**config.mk**
```make
export PLATFORM = sky130hd
export DESIGN_NAME = imem_loader_flat
export DESIGN_NICKNAME = d
export VERILOG_FILES = /design/src/rtl/imem_loader_if.sv /design/src/rtl/imem_loader.sv /design/src/flat_wrapper.sv
export SDC_FILE = /design/constraint.sdc
export NUM_CORES = 1
export LEC_CHECK = 0
export CAP_MARGIN = 40
export CORE_MARGIN = 3
export CORE_UTILIZATION = 43
export DETAILED_ROUTE_END_ITERATION = 12
export PLACE_DENSITY = 0.77
export SLEW_MARGIN = 20
export SYNTH_ARGS = -nofsm -noshare
export SYNTH_HDL_FRONTEND = slang
export SYNTH_SLANG_ARGS = --single-unit
```
**constraint.sdc**
```tcl
create_clock -name clk -period 1.46 [get_ports clk]
set_input_delay 0.219 -clock clk [delete_from_list [all_inputs] [get_ports clk]]
set_output_delay 0.219 -clock clk [all_outputs]
set_load 0.02 [all_outputs]
```
**src/rtl/imem_loader_if.sv**
```systemverilog
// imem_loader_if: handshake and write-port bundle between a byte-stream host, imem_loader and the instruction memory
//   master (host/bench) drives: start, load_len, byte_valid, byte_data
//   slave (imem_loader) drives: byte_ready, WE, A, WD, busy, done, error, cpu_rst
interface imem_loader_if #(
  parameter int DATA_WIDTH = 32,
  parameter int ADDR_WIDTH = 8
);
  logic                  start;
  logic [ADDR_WIDTH:0]   load_len;
  logic                  byte_valid;
  logic [7:0]            byte_data;
  logic                  byte_ready;
  logic                  WE;
  logic [DATA_WIDTH-1:0] A;
  logic [DATA_WIDTH-1:0] WD;
  logic                  busy;
  logic                  done;
  logic                  error;
  logic                  cpu_rst;
  modport master (
    output start, load_len, byte_valid, byte_data,
    input  byte_ready, WE, A, WD, busy, done, error, cpu_rst
  );
  modport slave (
    input  start, load_len, byte_valid, byte_data,
    output byte_ready, WE, A, WD, busy, done, error, cpu_rst
  );
endinterface

```
**src/rtl/imem_loader.sv**
```systemverilog
// imem_loader: assembles a little-endian byte stream into 32-bit words and writes them to instruction memory
//   clk, rst : clock, asynchronous active-high reset
//   ld       : imem_loader_if.slave (start/load_len, byte stream handshake, WE/A/WD write port,
//              busy, done pulse, error, cpu_rst hold-off)
//   Optional IMEM_LOADER_CHECKSUM_EN: XOR checksum over payload bytes, verified against one trailer byte.
module imem_loader #(
  parameter int DATA_WIDTH = 32,
  parameter int ADDR_WIDTH = 8
) (
  input logic          clk,
  input logic          rst,
  imem_loader_if.slave ld
);
  localparam logic [ADDR_WIDTH:0] MAX_LEN = {1'b1, {ADDR_WIDTH{1'b0}}};
  typedef enum logic [2:0] {
    IDLE, RECV, WRITE, DONE
`ifdef IMEM_LOADER_CHECKSUM_EN
    , CHECK
`endif
  } state_t;
  // state entered once the payload is exhausted
`ifdef IMEM_LOADER_CHECKSUM_EN
  localparam state_t FIN = CHECK;
`else
  localparam state_t FIN = DONE;
`endif
  state_t                state_q, state_d;
  logic [ADDR_WIDTH:0]   len_q, len_d, idx_q, idx_d;
  logic [1:0]            cnt_q, cnt_d;
  logic [DATA_WIDTH-1:0] word_q, word_d;
  logic                  loaded_q, loaded_d, err_q, err_d;
  logic                  acc;
`ifdef IMEM_LOADER_CHECKSUM_EN
  logic [7:0]            cs_q, cs_d;
`endif
  always_ff @(posedge clk or posedge rst) begin
    if (rst) begin
      state_q  <= IDLE;
      len_q    <= '0;
      idx_q    <= '0;
      cnt_q    <= '0;
      word_q   <= '0;
      loaded_q <= 1'b0;
      err_q    <= 1'b0;
`ifdef IMEM_LOADER_CHECKSUM_EN
      cs_q     <= '0;
`endif
    end else begin
      state_q  <= state_d;
      len_q    <= len_d;
      idx_q    <= idx_d;
      cnt_q    <= cnt_d;
      word_q   <= word_d;
      loaded_q <= loaded_d;
      err_q    <= err_d;
`ifdef IMEM_LOADER_CHECKSUM_EN
      cs_q     <= cs_d;
`endif
    end
  end
  always_comb begin
    state_d  = state_q;
    len_d    = len_q;
    idx_d    = idx_q;
    cnt_d    = cnt_q;
    word_d   = word_q;
    loaded_d = loaded_q;
    err_d    = err_q;
`ifdef IMEM_LOADER_CHECKSUM_EN
    cs_d     = cs_q;
`endif
    acc      = ld.byte_valid && ld.byte_ready;
    case (state_q)
      IDLE: if (ld.start) begin
        len_d    = ld.load_len > MAX_LEN ? MAX_LEN : ld.load_len;
        idx_d    = '0;
        cnt_d    = '0;
        loaded_d = 1'b0;
        err_d    = 1'b0;
`ifdef IMEM_LOADER_CHECKSUM_EN
        cs_d     = '0;
`endif
        state_d  = ld.load_len == '0 ? FIN : RECV;
      end
      RECV: if (acc) begin
        word_d[{cnt_q, 3'b000} +: 8] = ld.byte_data;
        cnt_d = cnt_q + 2'd1;
`ifdef IMEM_LOADER_CHECKSUM_EN
        cs_d  = cs_q ^ ld.byte_data;
`endif
        state_d = cnt_q == 2'd3 ? WRITE : RECV;
      end
      WRITE: begin
        idx_d   = idx_q + 1'b1;
        state_d = idx_q + 1'b1 == len_q ? FIN : RECV;
      end
`ifdef IMEM_LOADER_CHECKSUM_EN
      CHECK: if (acc) begin
        err_d   = ld.byte_data != cs_q;
        state_d = DONE;
      end
`endif
      DONE: begin
        loaded_d = !err_q;
        state_d  = IDLE;
      end
      default: state_d = IDLE;
    endcase
  end
`ifdef IMEM_LOADER_CHECKSUM_EN
  assign ld.byte_ready = state_q == RECV || state_q == CHECK;
`else
  assign ld.byte_ready = state_q == RECV;
`endif
  assign ld.WE      = state_q == WRITE;
  assign ld.A       = ld.WE ? DATA_WIDTH'({idx_q, 2'b00}) : '0;
  assign ld.WD      = ld.WE ? word_q : '0;
  assign ld.busy    = state_q != IDLE;
  assign ld.done    = state_q == DONE;
  assign ld.error   = err_q;
  assign ld.cpu_rst = !loaded_q || ld.busy;
endmodule

```
**src/flat_wrapper.sv**
```systemverilog
// flat-port wrapper written by rule: the top's interface ports become plain ports
module imem_loader_flat 
#(
  parameter int DATA_WIDTH = 32,
  parameter int ADDR_WIDTH = 8
)
  (clk, rst, ld_start, ld_load_len, ld_byte_valid, ld_byte_data, ld_byte_ready, ld_WE, ld_A, ld_WD, ld_busy, ld_done, ld_error, ld_cpu_rst);
  imem_loader_if #(.DATA_WIDTH(DATA_WIDTH), .ADDR_WIDTH(ADDR_WIDTH)) ld_i ();
  input logic clk;
  input logic rst;
  input wire logic [$bits(ld_i.start)-1:0] ld_start;
  input wire logic [$bits(ld_i.load_len)-1:0] ld_load_len;
  input wire logic [$bits(ld_i.byte_valid)-1:0] ld_byte_valid;
  input wire logic [$bits(ld_i.byte_data)-1:0] ld_byte_data;
  output wire logic [$bits(ld_i.byte_ready)-1:0] ld_byte_ready;
  output wire logic [$bits(ld_i.WE)-1:0] ld_WE;
  output wire logic [$bits(ld_i.A)-1:0] ld_A;
  output wire logic [$bits(ld_i.WD)-1:0] ld_WD;
  output wire logic [$bits(ld_i.busy)-1:0] ld_busy;
  output wire logic [$bits(ld_i.done)-1:0] ld_done;
  output wire logic [$bits(ld_i.error)-1:0] ld_error;
  output wire logic [$bits(ld_i.cpu_rst)-1:0] ld_cpu_rst;
  assign ld_i.start = ld_start;
  assign ld_i.load_len = ld_load_len;
  assign ld_i.byte_valid = ld_byte_valid;
  assign ld_i.byte_data = ld_byte_data;
  assign ld_byte_ready = ld_i.byte_ready;
  assign ld_WE = ld_i.WE;
  assign ld_A = ld_i.A;
  assign ld_WD = ld_i.WD;
  assign ld_busy = ld_i.busy;
  assign ld_done = ld_i.done;
  assign ld_error = ld_i.error;
  assign ld_cpu_rst = ld_i.cpu_rst;
  imem_loader #(.DATA_WIDTH(DATA_WIDTH), .ADDR_WIDTH(ADDR_WIDTH)) u_core (.clk(clk), .rst(rst), .ld(ld_i));
endmodule
```
Yosys cells after proc, flatten, opt, wreduce, memory -nomap -nowiden
Index checks and enable logic that the tools add are counted.

Memories kept: 0. Register bits: 56. Input bits: 21. Memory bits (read-only): 0. Output and inout bits: 70. Bits in latches: 0. Bits in writable memories: 0. Word-level logic and storage cells: 51.

Magnitude comparators: 1. Divide/modulo/power cells: 0. Equal/unequal tests: 7. Add/subtract/negate cells: 3. Bitwise gates (word level): 0. Reductions and logical operators: 15. Multiply operators: 0. Shifts and indexed selects: 2. Multiplexer cells: 17.

Operators by type and width (count): 32-bit bitwise mux (1); 32-bit two-way mux (1); 8-bit by 7-bit variable shift with 32-bit output, first input constant (1); 8-bit by 7-bit variable part select with 32-bit output (1); 9-bit two-way mux (2); 9-bit case mux with 2 select lines (1); 11-bit two-way mux (1); 2-bit two-way mux (5); 2-bit AND reduction (5); 9-bit by 1-bit adder with 9-bit output, second input constant (1); 9-bit equality test (1); 9-bit > comparator, second input constant (1); 9-bit logical NOT (1); 3-bit case mux with 3 select lines (1); 5-bit negator with 7-bit output (1); 3-bit by 2-bit equality test with 1-bit output, second input constant (2); 3-bit two-way mux (2); 2-bit nonzero test (3); 2-bit != test, second input constant (2); 2-bit case mux with 2 select lines (1); 3-bit by 1-bit equality test with 1-bit output, second input constant (1); 3-bit logical NOT (1); 3-bit AND reduction (1); 3-bit nonzero test (1); 7 further kinds (7).

Depth between registers and ports, before layout
Gate-level depths: netlist of run 1.

Depth in word-level cells: 4. Mapped depth: 7. Depth with buffers taken out: 6.

Worst setup path after synthesis of run 1
Ideal clock, no wire load.

Path kind: reg-to-output. Start: register u_core.state_q[0]. End: output port ld_A[2]. Arrival time: 1.389 ns. Stages on the path, launching flop included: 6. Setup slack: -0.148 ns. Data required time: 1.241 ns. Buffers on the path: 2. Path through: dfrtp_1 > nand2b_1 > buf_2 > inv_2 > clkbuf_1 > and2_1.

Longest elaborated chain between the ends: 2.

RTL lines: from (decl) (line imem_loader.sv:27) `state_t state_q, state_d;`; from (signal assigned) (line imem_loader.sv:49) `state_q <= state_d;`; 3-bit by 2-bit equality test with 1-bit output (line imem_loader.sv:115) `assign ld.WE = state_q == WRITE;`; via ld_WE (line flat_wrapper.sv:16) `output wire logic [$bits(ld_i.WE)-1:0] ld_WE;`; 11-bit two-way mux (line imem_loader.sv:116) `assign ld.A = ld.WE ? DATA_WIDTH'({idx_q, 2'b00}) : '0;`; to (decl) (line flat_wrapper.sv:17) `output wire logic [$bits(ld_i.A)-1:0] ld_A;`.

The timed path passes the listed nets, and every way through them passes these cells.

Worst setup path in the final report of run 1
Start: register u_core.state_q[1]. End: register u_core.word_q[14].

Longest elaborated chain between the ends: 3.

RTL lines: 3-bit by 1-bit equality test with 1-bit output (*) (line imem_loader.sv:73, imem_loader.sv:113); 1-bit logical AND (line imem_loader.sv:72) `acc = ld.byte_valid && ld.byte_ready;`; 2-bit AND reduction (no source line) (*); to (signal assigned) (line imem_loader.sv:53) `word_q <= word_d;`; to (decl) (line imem_loader.sv:30) `logic [DATA_WIDTH-1:0] word_q, word_d;`.

Mark *: on every way between the ends. The rest lies on a longest branch, timed or not. A chain may end at the register's enable or synchronous reset.

==> results.cfg, run 1 <==
[status]
outcome = finished, violations left
failed_checks = setup timing

[route]
wl_per_cell_um = 18.9
vias_per_cell = 5.43
drcViolationCount = 0
vias = 3088
wl_um = 10700
drt_iter0_drc = 237
drt-pass1-iter-count = 5
antenna_left = 0

[timing]
hold_viol = 0
setup_ws_ns = -0.244
max_freq_mhz = 587
period_minus_slack_ns = 1.70
min_period_over_period = 1.17
rsz0062_at_grt = yes
holdWs_ns = 0.228
finalMaxSlewViolations = 0
clock_skew_ns = 0.00980
setup_violations = 84

[worst_setup_path]
arrival_ns = 1.93
worstPathRequired_ns = 1.69
critPathCaptureType = flop
path_buf_inv = 4
max_stage_delay_ns = 0.43
crit_type = reg -> reg
cp_top_family = buffers and inverters
slowest_stage = dfrtp_1
worstPathCellList = buf_4 > buf_6 > nor2b_4 > and2_4 > buf_12 > buf_12 > nand2_8 > o21ai_0
cp-start-kind = flop
crit_top_cell = buf_12
crit_fanout = 8

[cts]
cts_buffers = 5
cts.path.max_buffers = 2
cts.sinks = 55
cts_root_buf = clkbuf_8
clk_pin_slew_ns = 0.10
htreeDepth = 2
worstSkewPairLatency_ns = 0.32
cts_hold_buf = 0
cts_tree = yes

[synthesis]
netlist_area_um2 = 3110
yosysWarningCount = 0
syn_avg_cell_area_um2 = 8.72
yosysUniqueCellTypes = 42
synth_top_area_frac = 0.443
seq_area_frac_synth = 0.443
synthArstFlopShare = 1.00
ys_top_cells_by_area = dfrtp_1 44%, nand2_1 10%, and2_1 8.3%, buf_4 6.8%, o21ai_0 6.6%
synth_edf_count = 0
synth_area_leader_cell = dfrtp_1
synth-main-ff-cell = dfrtp_1
netlist_instances = 356
synth_seq_cells = 55

[job]
max_cap_violations = 0

[power]
leakagePower_uw = 0.00221
p_int_uw = 4080
swShare = 0.413
combPwrFrac = 0.512
total_power_uw = 6950
ir_drop_uv = 1080
pwr-share-seq = 0.350
power_density_nw_per_um2 = 1380
clkPwrFrac = 0.138
p_sw_uw = 2870

[hold_path]
hold_class = in -> async

[global_routing]
grt_max_degree = 25
grt.total_usage = 0.213
antenna_found_initial = 0
grt_pass1_vias = 2770
grt_pass1_wl_um = 14100
gr-total-overflow = 0

[floorplanning]
rows = 30
core_area_um2 = 6910
die_w_um = 91.0
die_h_um = 91.0
num_io_pins = 91
start_util = 0.450
die_area_um2 = 8280

[finish]
num-nets-final = 500
diodes = 0
drive_gt1_frac = 0.469
area_delta_synth_final_pct = 61.8
fill_cells = 463

[placed_design]
dp_hpwl_um = 5620
io_buffer_count = 66
place.gp.congestion = 0.818
worst paths after layout:
check,from,to,slack (ns),depth (start not counted)
min reg2reg,u_core.word_q[3],u_core.word_q[3],0.51,2
max reg2reg,u_core.state_q[1],u_core.word_q[14],-0.24,8
max in group asynchronous,rst,u_core.word_q[15],0.81,3
max,u_core.state_q[1],u_core.word_q[14],-0.24,8
min,rst,u_core.idx_q[7],0.23,2
min in group clk,ld_load_len[2],u_core.len_q[2],0.49,3
power by group through the flow:
stage	Sequential, µW	Combinational (µW)	Clock [µW]
floorplan	2270	1450	0
global placement	2310	2040	0
detailed placement	2330	2120	0
CTS	2320	2370	951
global route	2470	3790	1030
finish	2430	3560	962
Yosys cell counts (2+ instances only):
cell type / number
a21oi_1: 5
nand2_2: 4
buf_4: 28
nand3_1: 3
inv_1: 6
and3_1: 2
nand2b_1: 9
mux2_2: 2
ha_1: 7
nand2_1: 85
nor2_1: 9
a211oi_1: 2
xnor2_1: 11
o22ai_1: 2
buf_2: 2
xor2_1: 3
nor4_1: 2
o21ai_1: 8
nor3_1: 2
and2_1: 41
nor3b_2: 3
clkbuf_1: 5
o21ai_0: 41
dfrtp_1: 55
a22o_1: 2
registers in the layout (all words and copies together), names as in the netlist:
signal	cells
u_core.state_q	2
u_core.word_q	32
u_core.cnt_q	2
u_core.loaded_q	1
u_core.len_q	9
u_core.idx_q	9
routing by layer:
layer | vias up | share of wire | global-route usage | routed length [µm]
met5 | - | 0 | 0 | 0
li1 | 1358 | - | - | -
met3 | 48 | 0.064 | 0.0464 | 692
met4 | 0 | 0.048 | 0.101 | 519
met2 | 200 | 0.51 | 0.350 | 5520
met1 | 1482 | 0.37 | 0.265 | 4000
through the flow:
| step | instance area, µm² | instances | worst slack (ns) | utilization | TNS, ns |
|---|---|---|---|---|---|
| finish | 5020 | 569 | -0.244 | 0.728 | -12.59 |
| global route | 5020 | 569 | -0.285 | 0.728 | -17.14 |
| CTS | 4490 | 552 | -0.180 | 0.651 | -6.63 |
| detailed placement | 4020 | 534 | -0.348 | 0.583 | -18.78 |
| global placement | 4020 | 534 | -0.304 | 0.583 | -14.95 |
| floorplan | 3240 | 379 | -0.146 | - | -4.40 |
placed cells by master (no fill, tap or decap), types with 10 or more instances in the layout:
master            n
buf_12           11
conb_1           24
clkdlybuf4s50_1  20
dfrtp_1          53
nand2_1          57
nand2_2          23
xnor2_1          10
buf_6            51
buf_4            29
o21ai_1          23
and2_4           41
o21ai_0          18
kinds of logic after synthesis:
family / Yosys count / share of synthesized area
AND/OR/NAND/NOR: 166 / 0.270
AO/OA/AOI/OAI: 67 / 0.120
flip-flops: 55 / 0.443
buffers and inverters: 44 / 0.0906
XOR/XNOR: 14 / 0.0395
adder cells (fa/ha/maj): 7 / 0.0282
multiplexers: 2 / 0.00725
other: 1 / 0.00121
cell type report:
type | instances | area (µm²) | share of cell area
Clock buffer | 7 | 96.3 | 0.0192
Clock inverter | 1 | 7.51 | 0.00149
Multi-Input combinational cell | 284 | 2010 | 0.401
Inverter | 7 | 35.0 | 0.00697
Sequential cell | 55 | 1380 | 0.274
Timing Repair Buffer | 119 | 1370 | 0.273
Tap cell | 96 | 120 | 0.0239
repair_timing:
item,in CTS,in global routing
cloned,4,5
pin swaps,32,28
resized for setup,327,107
setup buffers,7,13
setup endpoints to repair,82,83
Note: power is estimated with default switching activity, not from simulation.
==> inputs of run 2 (changes only) <==
--- a/config.mk
+++ b/config.mk
@@ -7,9 +7,11 @@
 export LEC_CHECK = 0
 export CAP_MARGIN = 40
 export CORE_MARGIN = 3
-export CORE_UTILIZATION = 43
+export CORE_UTILIZATION = 55
 export DETAILED_ROUTE_END_ITERATION = 12
-export PLACE_DENSITY = 0.77
+export DONT_BUFFER_PORTS = 1
+export PLACE_DENSITY = 0.73
+export RECOVER_POWER = 25
 export SLEW_MARGIN = 20
 export SYNTH_ARGS = -nofsm -noshare
 export SYNTH_HDL_FRONTEND = slang
==> run 2 against run 1 <==
The flow still finishes with violations (setup timing). Sequential cell count is the same. Global-route usage rose by 2.0 points. Power shrank 13%. Cell count is 18% lower. Critical path depth decreased by 3. Clock-buffer cell count shrank 2. Clock skew shrank 0.0025 ns. Sequential share of layout area rose by 7.7 points. Die area is 20% lower. Sequential power shrank 5%. First-iteration DRC count down 23%. Largest cell class unchanged. Largest power group unchanged.
==> results.cfg, run 2 (same netlist as run 1, synthesis figures left out) <==
[status]
outcome = finished, violations left
failed_checks = setup timing

[hold_path]
hold_path_startpoint = ld_byte_data[1]
hold_class = in -> reg

[timing]
hold_viol = 0
rsz0062_at_grt = yes
max_freq_mhz = 629
max_slew_margin = 0.501
finalMaxSlewViolations = 0
period_minus_slack_ns = 1.59
setup_ws_ns = -0.129
min_period_over_period = 1.09
holdWs_ns = 0.0131
tightest_slew_ns = 0.748
setup_violations = 45
clock_skew_ns = 0.00734

[global_routing]
antenna_found_initial = 0
gr-total-overflow = 0
grt_pass1_wl_um = 11700
grt_max_degree = 56
grt_pass1_vias = 2338
grt.total_usage = 0.233

[worst_setup_path]
cp_top_family = flip-flops
rr_startpoint = u_core.state_q[1]
path_buf_inv = 3
crit_type = reg -> out
worstPathCellList = nand2b_4 > inv_6 > buf_12 > clkbuf_16 > and2_4
crit_fanout = 6
cp-start-kind = flop
worstPathRequired_ns = 1.24
arrival_ns = 1.37
critPathCaptureType = primary output
slowest_stage = dfrtp_1
critPathLaunch = u_core.state_q[0]
max_stage_delay_ns = 0.39

[floorplanning]
num_io_pins = 91
die_h_um = 81.1
start_util = 0.589
die_area_um2 = 6580
die_w_um = 81.1
rows = 26
core_area_um2 = 5270

[route]
drcViolationCount = 0
drt_iter0_drc = 183
antenna_left = 0
vias = 2478
vias_per_cell = 5.28
wl_per_cell_um = 16.3
drt-pass1-iter-count = 4
wl_um = 7640

[placed_design]
io_buffer_count = 0
placed_cells = 438
dp_slack_ns = -0.0643
dp_hpwl_um = 4890
place.gp.congestion = 0.830

[power]
power_density_nw_per_um2 = 1530
combPwrFrac = 0.466
p_sw_uw = 2360
p_int_uw = 3650
ir_drop_uv = 1060
leakagePower_uw = 0.00178
pwr-share-seq = 0.386
clkPwrFrac = 0.148
swShare = 0.393

[cts]
cts_tree = yes
clk_pin_slew_ns = 0.11
cts.path.max_buffers = 2
worstSkewPairLatency_ns = 0.32
cts_buffers = 5
cts.sinks = 55
htreeDepth = 2
cts_root_buf = clkbuf_8

[finish]
fill_cells = 375
largest_reg_flops = 32
diodes = 0
num-nets-final = 426
mostFrequentLayoutCells = 83 x nand2_1, 51 x dfrtp_1, 41 x and2_4, 29 x buf_4, 27 x o21ai_0
post-route-util = 0.746
area_delta_synth_final_pct = 26.6
layout_commonest_cell = nand2_1
regMostFlops = u_core.word_q
reg.largest.list = u_core.word_q: 32 flops, u_core.idx_q: 9 flops, u_core.len_q: 9 flops
fin_cells = 469
drive_gt1_frac = 0.346

[job]
max_cap_violations = 0
==> run 2: metal layers <==
layer  GRT usage  routed length [µm]  vias to the layer above
li1            -                   -                     1195
met1       0.316                3330                     1201
met2       0.367                3750                       74
met3      0.0532                 454                        8
met4      0.0828                  97                        0
met5           0                   0                        -
==> run 2: power groups by stage <==
stage | clock (µW) | sequential, µW | combinational (µW)
2_1_floorplan | 0 | 2270 | 1450
3_3_place_gp | 0 | 2300 | 1900
3_5_place_dp | 0 | 2310 | 1970
4_1_cts | 908 | 2310 | 2350
5_1_grt | 968 | 2390 | 3060
6_report | 890 | 2320 | 2800
==> run 2: cell type report <==
type | count | area (µm²) | share of cell area
Clock buffer | 5 | 68.8 | 0.0175
Clock inverter | 3 | 23.8 | 0.00605
Sequential cell | 55 | 1380 | 0.351
Timing Repair Buffer | 48 | 495 | 0.126
Inverter | 7 | 37.5 | 0.00955
Multi-Input combinational cell | 281 | 1840 | 0.467
Tap cell | 70 | 87.6 | 0.0223
==> run 2: final timing paths <==
check / endpoint / slack (ns) / depth (start not counted)
max: ld_A[8] / -0.13 / 5
min: u_core.word_q[9] / 0.01 / 2
max reg2reg: u_core.cnt_q[0] / -0.06 / 6
min reg2reg: u_core.word_q[8] / 0.49 / 2
max in group asynchronous: u_core.idx_q[1] / 0.29 / 3
min in group asynchronous: u_core.word_q[29] / 0.65 / 3
==> run 2: timing repair <==
item	CTS	global route
setup endpoints to repair	75	79
pin swaps	30	8
gates resized for setup	104	36
buffers inserted	11	8
cloned	2	2
endpoints found under the hold margin	55	0
hold buffers	1	0
==> run 2: worst register-to-register path: stages, from the launching register on <==
cell and delay (ns):
dfrtp_1 0.43, buf_4 0.18, nor2b_4 0.12, and2_4 0.24, buf_4 0.15, a21oi_4 0.04, mux2_2 0.25
==> run 2: metrics by stage <==
stage | total power (µW) | cell area, µm² | TNS, ns
final | 6020 | 3930 | -4.16
after global routing | 6420 | 3930 | -6.48
after CTS | 5570 | 3760 | -4.13
after detailed placement | 4280 | 3290 | -0.394
after global placement | 4200 | 3290 | 0
after floorplan | 3720 | 3240 | -4.40
